File: src/rtl/ps2_pkg.sv
// ps2_pkg: shared types and constants for the PS/2 host receiver.
//   ps2_rx_state_t : deframer FSM states
//   ps2_err_t      : 2-bit error classification reported on err_code
//   PS2_FRAME_LEN  : start + 8 data + parity + stop
package ps2_pkg;

  typedef enum logic [1:0] {IDLE, DATA, PARITY, STOP} ps2_rx_state_t;

  typedef enum logic [1:0] {
    ERR_NONE    = 2'b00,
    ERR_PARITY  = 2'b01,
    ERR_FRAME   = 2'b10,
    ERR_TIMEOUT = 2'b11
  } ps2_err_t;

  localparam int PS2_FRAME_LEN = 11;
  localparam int PS2_DATA_BITS = PS2_FRAME_LEN - 3;

endpackage

File: src/rtl/ps2_host_rx_if.sv
// ps2_host_rx_if: byte handshake toward the system side.
//   cmd_rdy : receiver has a byte at the FIFO head
//   cmd     : head byte, meaningful only while cmd_rdy
//   cmd_ack : consumer takes the head byte when cmd_rdy & cmd_ack
// master = receiver (byte source), slave = consumer.
interface ps2_host_rx_if;
  logic       cmd_rdy;
  logic [7:0] cmd;
  logic       cmd_ack;

  modport master (output cmd_rdy, output cmd, input  cmd_ack);
  modport slave  (input  cmd_rdy, input  cmd, output cmd_ack);
endinterface

File: src/rtl/ps2_rx_fifo.sv
// ps2_rx_fifo: synchronous byte FIFO between the deframer and the system.
//   push/din  : write request; dropped when full unless a pop happens
//               in the same cycle (the pop frees the slot)
//   pop       : read request; ignored when empty
//   dout      : head entry, forced to 0 while empty
//   full/empty/count : occupancy status
// DEPTH must be a power of two so the pointers wrap naturally.
module ps2_rx_fifo #(
  parameter int DEPTH = 4,
  parameter int WIDTH = 8
) (
  input  logic                     clk,
  input  logic                     rst_n,
  input  logic                     push,
  input  logic [WIDTH-1:0]         din,
  input  logic                     pop,
  output logic [WIDTH-1:0]         dout,
  output logic                     full,
  output logic                     empty,
  output logic [$clog2(DEPTH):0]   count
);
  import ps2_pkg::*;

  localparam int AW = $clog2(DEPTH);

  logic [WIDTH-1:0] mem_q [DEPTH];
  logic [WIDTH-1:0] mem_d [DEPTH];
  logic [AW-1:0]    wr_ptr_q, wr_ptr_d, rd_ptr_q, rd_ptr_d;
  logic [AW:0]      cnt_q, cnt_d;
  logic             do_push, do_pop;

  assign full    = (cnt_q == (AW+1)'(DEPTH));
  assign empty   = (cnt_q == '0);
  assign do_pop  = pop & ~empty;
  assign do_push = push & (~full | do_pop);

  always_comb begin
    mem_d    = mem_q;
    wr_ptr_d = wr_ptr_q;
    rd_ptr_d = rd_ptr_q;
    cnt_d    = cnt_q;
    if (do_push) begin
      mem_d[wr_ptr_q] = din;
      wr_ptr_d        = wr_ptr_q + 1'b1;
    end
    if (do_pop) rd_ptr_d = rd_ptr_q + 1'b1;
    case ({do_push, do_pop})
      2'b10:   cnt_d = cnt_q + 1'b1;
      2'b01:   cnt_d = cnt_q - 1'b1;
      default: ;
    endcase
  end

  // Storage needs no reset: dout is masked while empty.
  always_ff @(posedge clk) mem_q <= mem_d;

  always_ff @(posedge clk or negedge rst_n) begin
    if (!rst_n) begin
      wr_ptr_q <= '0;
      rd_ptr_q <= '0;
      cnt_q    <= '0;
    end else begin
      wr_ptr_q <= wr_ptr_d;
      rd_ptr_q <= rd_ptr_d;
      cnt_q    <= cnt_d;
    end
  end

  assign dout  = empty ? '0 : mem_q[rd_ptr_q];
  assign count = cnt_q;

endmodule

File: src/rtl/ps2_host_rx.sv
// ps2_host_rx: PS/2 host receiver (device -> host path).
// Oversamples ps2_clk/ps2_data, deframes 11-bit frames on falling edges of
// the synchronised clock, checks stop and odd parity and queues good bytes.
//   clk, rst_n       : system clock, async active-low reset
//   ps2_clk/ps2_data : raw device lines (asynchronous)
//   cmd_if (master)  : cmd_rdy/cmd/cmd_ack byte handshake
//   error            : one-cycle pulse per rejected frame
//   err_code         : last error class (01 parity, 10 framing, 11 timeout)
//   overflow         : sticky, a good byte was dropped on a full FIFO
//   fifo_cnt         : FIFO occupancy
// Build option: define PS2_RX_TIMEOUT_EN to include the inter-bit watchdog
// (TIMEOUT_CYCLES); without it a stalled frame waits for more edges.
module ps2_host_rx #(
  parameter int FIFO_DEPTH     = 4,
  parameter int SYNC_STAGES    = 2,
  parameter int TIMEOUT_CYCLES = 20000
) (
  input  logic                          clk,
  input  logic                          rst_n,
  input  logic                          ps2_clk,
  input  logic                          ps2_data,
  ps2_host_rx_if.master                 cmd_if,
  output logic                          error,
  output logic [1:0]                    err_code,
  output logic                          overflow,
  output logic [$clog2(FIFO_DEPTH):0]   fifo_cnt
);
  import ps2_pkg::*;

  ps2_rx_state_t          state_q, state_d;
  logic [SYNC_STAGES-1:0] clk_sync_q, clk_sync_d, dat_sync_q, dat_sync_d;
  logic                   clk_prev_q, clk_prev_d;
  logic [2:0]             idx_q, idx_d;
  logic [7:0]             shreg_q, shreg_d;
  logic                   par_q, par_d;
  logic                   error_q, error_d;
  ps2_err_t               err_code_q, err_code_d;
  logic                   overflow_q, overflow_d;

  logic     clk_s, data_s, bit_evt, timeout;
  logic     push, err_set;
  ps2_err_t err_val;
  logic     fifo_full, fifo_empty, fifo_pop;

  // Synchronisers and falling-edge detect
  always_comb begin
    clk_sync_d = {clk_sync_q[SYNC_STAGES-2:0], ps2_clk};
    dat_sync_d = {dat_sync_q[SYNC_STAGES-2:0], ps2_data};
    clk_prev_d = clk_s;
  end

  assign clk_s   = clk_sync_q[SYNC_STAGES-1];
  assign data_s  = dat_sync_q[SYNC_STAGES-1];
  assign bit_evt = clk_prev_q & ~clk_s;

  // Inter-bit watchdog
`ifdef PS2_RX_TIMEOUT_EN
  localparam int WD_W = $clog2(TIMEOUT_CYCLES + 1);
  logic [WD_W-1:0] wdog_q, wdog_d;

  assign timeout = (state_q != IDLE) && (wdog_q == WD_W'(TIMEOUT_CYCLES));

  always_comb begin
    wdog_d = wdog_q + 1'b1;
    if (state_q == IDLE || bit_evt || timeout) wdog_d = '0;
  end

  always_ff @(posedge clk or negedge rst_n) begin
    if (!rst_n) wdog_q <= '0;
    else        wdog_q <= wdog_d;
  end
`else
  logic unused_timeout_cfg;
  assign unused_timeout_cfg = (TIMEOUT_CYCLES != 0);
  assign timeout            = 1'b0;
`endif

  // FSM: state register
  always_ff @(posedge clk or negedge rst_n) begin
    if (!rst_n) state_q <= IDLE;
    else        state_q <= state_d;
  end

  // FSM: next state plus frame datapath
  always_comb begin
    state_d = state_q;
    idx_d   = idx_q;
    shreg_d = shreg_q;
    par_d   = par_q;
    if (bit_evt) begin
      case (state_q)
        IDLE: begin
          // A sampled 1 is a glitch, not a start bit
          if (!data_s) begin
            state_d = DATA;
            idx_d   = '0;
          end
        end
        DATA: begin
          // LSB arrives first: after 8 right-shifts it lands in bit 0
          shreg_d = {data_s, shreg_q[7:1]};
          idx_d   = idx_q + 1'b1;
          if (idx_q == 3'(PS2_DATA_BITS - 1)) state_d = PARITY;
        end
        PARITY: begin
          par_d   = data_s;
          state_d = STOP;
        end
        STOP:    state_d = IDLE;
        default: state_d = IDLE;
      endcase
    end
    if (timeout) state_d = IDLE;
  end

  // FSM: outputs (frame verdict)
  always_comb begin
    push    = 1'b0;
    err_set = 1'b0;
    err_val = ERR_NONE;
    if (timeout) begin
      err_set = 1'b1;
      err_val = ERR_TIMEOUT;
    end else if (state_q == STOP && bit_evt) begin
      if (!data_s) begin
        err_set = 1'b1;
        err_val = ERR_FRAME;
      end else if (^{shreg_q, par_q} != 1'b1) begin
        err_set = 1'b1;
        err_val = ERR_PARITY;
      end else begin
        push = 1'b1;
      end
    end
  end

  // Status flops
  assign fifo_pop = cmd_if.cmd_ack;

  always_comb begin
    error_d    = err_set;
    err_code_d = err_set ? err_val : err_code_q;
    // A coincident pop frees the slot, so only a push without pop is lost
    overflow_d = overflow_q | (push & fifo_full & ~(fifo_pop & ~fifo_empty));
  end

  always_ff @(posedge clk or negedge rst_n) begin
    if (!rst_n) begin
      clk_sync_q <= '1;
      dat_sync_q <= '1;
      clk_prev_q <= 1'b1;
      idx_q      <= '0;
      shreg_q    <= '0;
      par_q      <= 1'b0;
      error_q    <= 1'b0;
      err_code_q <= ERR_NONE;
      overflow_q <= 1'b0;
    end else begin
      clk_sync_q <= clk_sync_d;
      dat_sync_q <= dat_sync_d;
      clk_prev_q <= clk_prev_d;
      idx_q      <= idx_d;
      shreg_q    <= shreg_d;
      par_q      <= par_d;
      error_q    <= error_d;
      err_code_q <= err_code_d;
      overflow_q <= overflow_d;
    end
  end

  ps2_rx_fifo #(.DEPTH(FIFO_DEPTH), .WIDTH(8)) u_fifo (
    .clk   (clk),
    .rst_n (rst_n),
    .push  (push),
    .din   (shreg_q),
    .pop   (fifo_pop),
    .dout  (cmd_if.cmd),
    .full  (fifo_full),
    .empty (fifo_empty),
    .count (fifo_cnt)
  );

  assign cmd_if.cmd_rdy = ~fifo_empty;
  assign error          = error_q;
  assign err_code       = err_code_q;
  assign overflow       = overflow_q;

endmodule

File: src/flat_wrapper.sv
// flat-port wrapper written by rule: the top's interface ports become plain ports
module ps2_host_rx_flat import ps2_pkg::*;
#(
  parameter int FIFO_DEPTH     = 4,
  parameter int SYNC_STAGES    = 2,
  parameter int TIMEOUT_CYCLES = 20000
)
  (clk, rst_n, ps2_clk, ps2_data, error, err_code, overflow, fifo_cnt, cmd_if_cmd_rdy, cmd_if_cmd, cmd_if_cmd_ack);
  ps2_host_rx_if cmd_if_i ();
  input  logic clk;
  input  logic rst_n;
  input  logic ps2_clk;
  input  logic ps2_data;
  output logic error;
  output logic [1:0] err_code;
  output logic overflow;
  output logic [$clog2(FIFO_DEPTH):0] fifo_cnt;
  output wire logic [$bits(cmd_if_i.cmd_rdy)-1:0] cmd_if_cmd_rdy;
  output wire logic [$bits(cmd_if_i.cmd)-1:0] cmd_if_cmd;
  input wire logic [$bits(cmd_if_i.cmd_ack)-1:0] cmd_if_cmd_ack;
  assign cmd_if_cmd_rdy = cmd_if_i.cmd_rdy;
  assign cmd_if_cmd = cmd_if_i.cmd;
  assign cmd_if_i.cmd_ack = cmd_if_cmd_ack;
  ps2_host_rx #(.FIFO_DEPTH(FIFO_DEPTH), .SYNC_STAGES(SYNC_STAGES), .TIMEOUT_CYCLES(TIMEOUT_CYCLES)) u_core (.clk(clk), .rst_n(rst_n), .ps2_clk(ps2_clk), .ps2_data(ps2_data), .cmd_if(cmd_if_i), .error(error), .err_code(err_code), .overflow(overflow), .fifo_cnt(fifo_cnt));
endmodule
File: config.mk
export PLATFORM = sky130hd
export DESIGN_NAME = ps2_host_rx_flat
export DESIGN_NICKNAME = d
export VERILOG_FILES = /design/src/rtl/ps2_pkg.sv /design/src/rtl/ps2_host_rx_if.sv /design/src/rtl/ps2_rx_fifo.sv /design/src/rtl/ps2_host_rx.sv /design/src/flat_wrapper.sv
export SDC_FILE = /design/constraint.sdc
export NUM_CORES = 1
export LEC_CHECK = 0
export ABC_AREA = 1
export BUFFER_PORTS_ARGS = -buffer_cell sky130_fd_sc_hd__buf_2
export CORE_MARGIN = 2
export CORE_UTILIZATION = 59
export CTS_CLUSTER_DIAMETER = 60
export DETAILED_ROUTE_END_ITERATION = 10
export GPL_TIMING_DRIVEN = 0
export PLACE_DENSITY_LB_ADDON = 0.12
export SLEW_MARGIN = 10
export SYNTH_ARGS = -nofsm -noshare
export SYNTH_HDL_FRONTEND = slang
export SYNTH_SLANG_ARGS = --single-unit
File: constraint.sdc
create_clock -name clk -period 2.7 [get_ports clk]
set_clock_uncertainty 0.15 [all_clocks]
set_input_delay 0.135 -clock clk [delete_from_list [all_inputs] [get_ports clk]]
set_output_delay 0.135 -clock clk [all_outputs]
set_load 0.1 [all_outputs]
==> flow_summary.rst <==
.. list-table::
   :header-rows: 1

   * - Metric
     - Value
   * - Met1 track demand over resource in global routing
     - 25.26%
   * - YS warnings
     - 0
   * - Setup Fix Bufs, Post-CTS
     - 0
   * - GRT Residual Overflow
     - 0
   * - Actual transition at the worst max-transition pin
     - 0.6631 ns
   * - WP data required
     - 2.76 ns
   * - Hold-fix buffers, CTS
     - 3
   * - Detailed-router iteration count before antenna repair
     - 4
   * - Area grow syn2layout
     - 15.41%
   * - Critical path capture point type
     - register
   * - Number of buffer cells added on primary ports
     - 20
   * - Compound-cell area share of the yosys netlist
     - 7.925%
   * - Tcrit/Tclk final
     - 93.77%
   * - Leading cell type in the layout, fill and taps excluded
     - nand2_1
   * - Worst skew pair latency
     - 0.33 ns
   * - Element type at the critical path start
     - register
   * - Overall via count from detail_route
     - 1917
   * - Largest fanout on the critical path
     - 7
   * - Detailed-route wire length per cell
     - 12.95 µm
   * - Met2 Track Usage GR
     - 35.64%
   * - RSZ-0062 raised after global routing
     - no
   * - Worst Min Path Start
     - cmd_if_cmd_ack
   * - Drt first-iter violations
     - 129
   * - Syn_nets
     - 298
   * - Post-Place Worst Slack
     - 0.1863 ns
   * - Buffers from clock root to sink, at most
     - 2
   * - Worst rel slew slack
     - 55.80%
   * - Worst hold path endpoint
     - u_core.u_fifo.rd_ptr_q[1]$_DFFE_PN0P_
   * - Final Hold Vio Count
     - 0
   * - Cell at the slowest stage of the critical path
     - dfrtp_4
   * - Nets@finish
     - 332
   * - Maximum number of pins on one net before global-route repair
     - 31
   * - Buf/Inv on CP
     - 1
   * - Setup-violating endpoint count in the final report
     - 0
   * - Crit-path leading delay family
     - simple AND/OR/NAND/NOR gates
   * - Xor and xnor fraction of the mapped netlist area
     - 1.247%
   * - Horizontal extent of the die
     - 73.02 µm
   * - Depth of the CTS H-tree
     - 3
   * - Total number of clock tree sinks
     - 62
   * - Number of antenna diodes
     - 0
   * - Destination of the worst register-to-register timing path
     - u_core.u_fifo.count[2]$_DFFE_PN0P_
   * - Main combinational cell family by area after synthesis
     - simple AND/OR/NAND/NOR gates
   * - Layer with the highest usage
     - met2
   * - TritonCTS clock tree
     - yes
   * - Initial antenna violation count
     - 0
   * - Adder-cell share of the synthesized area
     - 5.610%
   * - Die Y
     - 73.02 µm
   * - Reg-to-reg setup timing slack
     - 0.17 ns
   * - Most frequent cells in the layout
     - 59 x nand2_1, 35 x nor2_1, 32 x o21ai_0, 32 x edfxtp_1
   * - Number of synthesized register bits
     - 62
   * - Post-layout min period
     - 2.532 ns
   * - Count of different cell masters after synthesis
     - 24
   * - R2R depth
     - 9
   * - Placement Cell Area
     - 3027 µm²
   * - Met3 routing resource usage after global routing
     - 4.972%
   * - Multiplexer share of the synthesized area
     - 0%
   * - Simple-Gate Fraction of Synth Area
     - 18.88%
   * - Slew Limit Fails
     - 0
   * - Startpoint-to-endpoint class of the critical path
     - reg -> reg
   * - Site row count
     - 25
   * - Overall global routing resource usage
     - 21.19%
   * - Post-DP HPWL
     - 3.455 mm
   * - Proportion of layout cells with a drive suffix above 1
     - 23.75%
   * - Critical path arrival
     - 2.59 ns
   * - Remaining DRCs
     - 0
   * - Routed vias/inst
     - 5.126
   * - RePlAce Congestion
     - 0.7259
   * - Worst setup slack after layout
     - 0.1682 ns
   * - Clock slew at the register clock pins of the worst setup and hold paths
     - 0.06 ns
   * - Remaining antenna violation count after routing
     - 0
   * - Detailed Route WL
     - 4.843 mm
   * - Io pins
     - 21
   * - Worst reg2reg path startpoint
     - u_core.u_fifo.count[1]$_DFFE_PN0P_
   * - CTS resizes
     - 0
   * - Total standard cell area after synthesis
     - 2810 µm²
   * - Clk Tree Root Cell
     - clkbuf_8
   * - Syn Inst Count
     - 281
   * - Die area
     - 5331 µm²
   * - Slowest stage delay, CP
     - 0.49 ns
   * - Fraction of the yosys area taken by sequential cells
     - 61.13%
   * - Setup TNS after final layout
     - 0 ns
   * - Path type of the worst min-delay path
     - in -> reg
   * - CP cell instances
     - nor2_1 -> nand3_1 -> nand4_4 -> ha_1 -> inv_1 -> fa_1 -> a21oi_1 -> o21ai_0 -> xor2_1
   * - First-pass GRT wire length
     - 8.114 mm
   * - Status
     - finished clean
   * - Initial cell density of the core
     - 60.30%
   * - Number of buffers created by CTS
     - 9
   * - Peak clock frequency supported by timing
     - 0.3950 GHz
   * - Hold path depth
     - 5
   * - Post-Synthesis Mean Instance Area
     - 10.00 µm²
   * - Max_cap viols
     - 0
   * - Placeable core region
     - 4661 µm²
   * - Via count of the first global-routing pass
     - 1796
   * - Post-route cell area
     - 3243 µm²
   * - Hold Worst Slack
     - 0.07310 ns
## how the worst max path moves through the flow
stage                                               endpoint  slack (ns)  cells after the start                                from
after floorplan           u_core.u_fifo.count[2]$_DFFE_PN0P_        0.07                     10  u_core.u_fifo.count[2]$_DFFE_PN0P_
after global placement    u_core.u_fifo.count[2]$_DFFE_PN0P_        0.23                      9  u_core.u_fifo.count[1]$_DFFE_PN0P_
after detailed placement  u_core.u_fifo.count[2]$_DFFE_PN0P_        0.19                      9  u_core.u_fifo.count[1]$_DFFE_PN0P_
after CTS                 u_core.u_fifo.count[2]$_DFFE_PN0P_        0.19                      9  u_core.u_fifo.count[1]$_DFFE_PN0P_
after global routing      u_core.u_fifo.count[2]$_DFFE_PN0P_        0.01                     14       u_core.shreg_q[0]$_DFFE_PN0P_
final                     u_core.u_fifo.count[2]$_DFFE_PN0P_        0.17                      9  u_core.u_fifo.count[1]$_DFFE_PN0P_
## cell families (layout without fill, tap and decap cells)
group,Yosys count,in the layout
simple gates,121,121
fa+ha+maj,12,12
compound gates,44,44
flops,62,62
buf+inv,38,77
xor+xnor,4,4
## flip-flops by register name, indices dropped and copies added, names as in the netlist, 2 cells and up
signal,flops
u_core.shreg_q,8
u_core.u_fifo.wr_ptr_q,2
u_core.u_fifo.mem_q,32
u_core.state_q,2
u_core.dat_sync_q,2
u_core.u_fifo.count,3
u_core.u_fifo.rd_ptr_q,2
u_core.err_code,2
u_core.clk_sync_q,2
u_core.idx_q,3
## Yosys cell counts
cell	n	area share, %
a21oi_1	11	2.0
buf_2	3	0.53
clkbuf_1	2	0.27
clkinv_1	1	0.13
dfrtp_1	25	22
dfstp_2	5	4.7
edfxtp_1	32	34
fa_1	1	0.71
ha_1	11	4.9
inv_1	23	3.1
inv_2	9	1.2
nand2_1	60	8.0
nand2_2	8	1.8
nand3_1	7	1.2
nand3_2	1	0.36
nand3b_1	1	0.27
nand4_1	2	0.45
nand4_4	1	0.76
nor2_1	35	4.7
nor2_2	6	1.3
o21ai_0	32	5.7
o21bai_1	1	0.27
xnor2_1	1	0.31
xor2_1	3	0.94
## tightest hold or removal path, cell delays in order
cell	delay, ns
buf_2	0.10
inv_1	0.06
nor2_1	0.08
nand2_1	0.07
xor2_1	0.07
## area by class of cell
cell class / count / area (µm²)
sequential: 62 / 1729
multi-input combinational: 181 / 983.4
clock inverter: 1 / 30.03
fill: 380 / 1418
tap: 54 / 67.56
clock buffer: 15 / 156.4
buffer: 5 / 22.52
timing repair buffer: 23 / 130.1
inverter: 33 / 123.9
## per-stage QoR
step	util, %	instances
finish	69.58	374
global route	69.58	374
CTS	69.58	374
detailed placement	64.94	355
global placement	64.94	355
floorplan	-	281
## layer usage
| layer | share of wire [%] | up-vias |
|---|---|---|
| met5 | 0 | - |
| met4 | 2.1 | 0 |
| met3 | 3.2 | 12 |
| met2 | 49 | 25 |
| met1 | 46 | 899 |
| li1 | - | 981 |
Power is not shown: default switching activity piles up to over one toggle a cycle in this logic, so the estimate is an artifact.
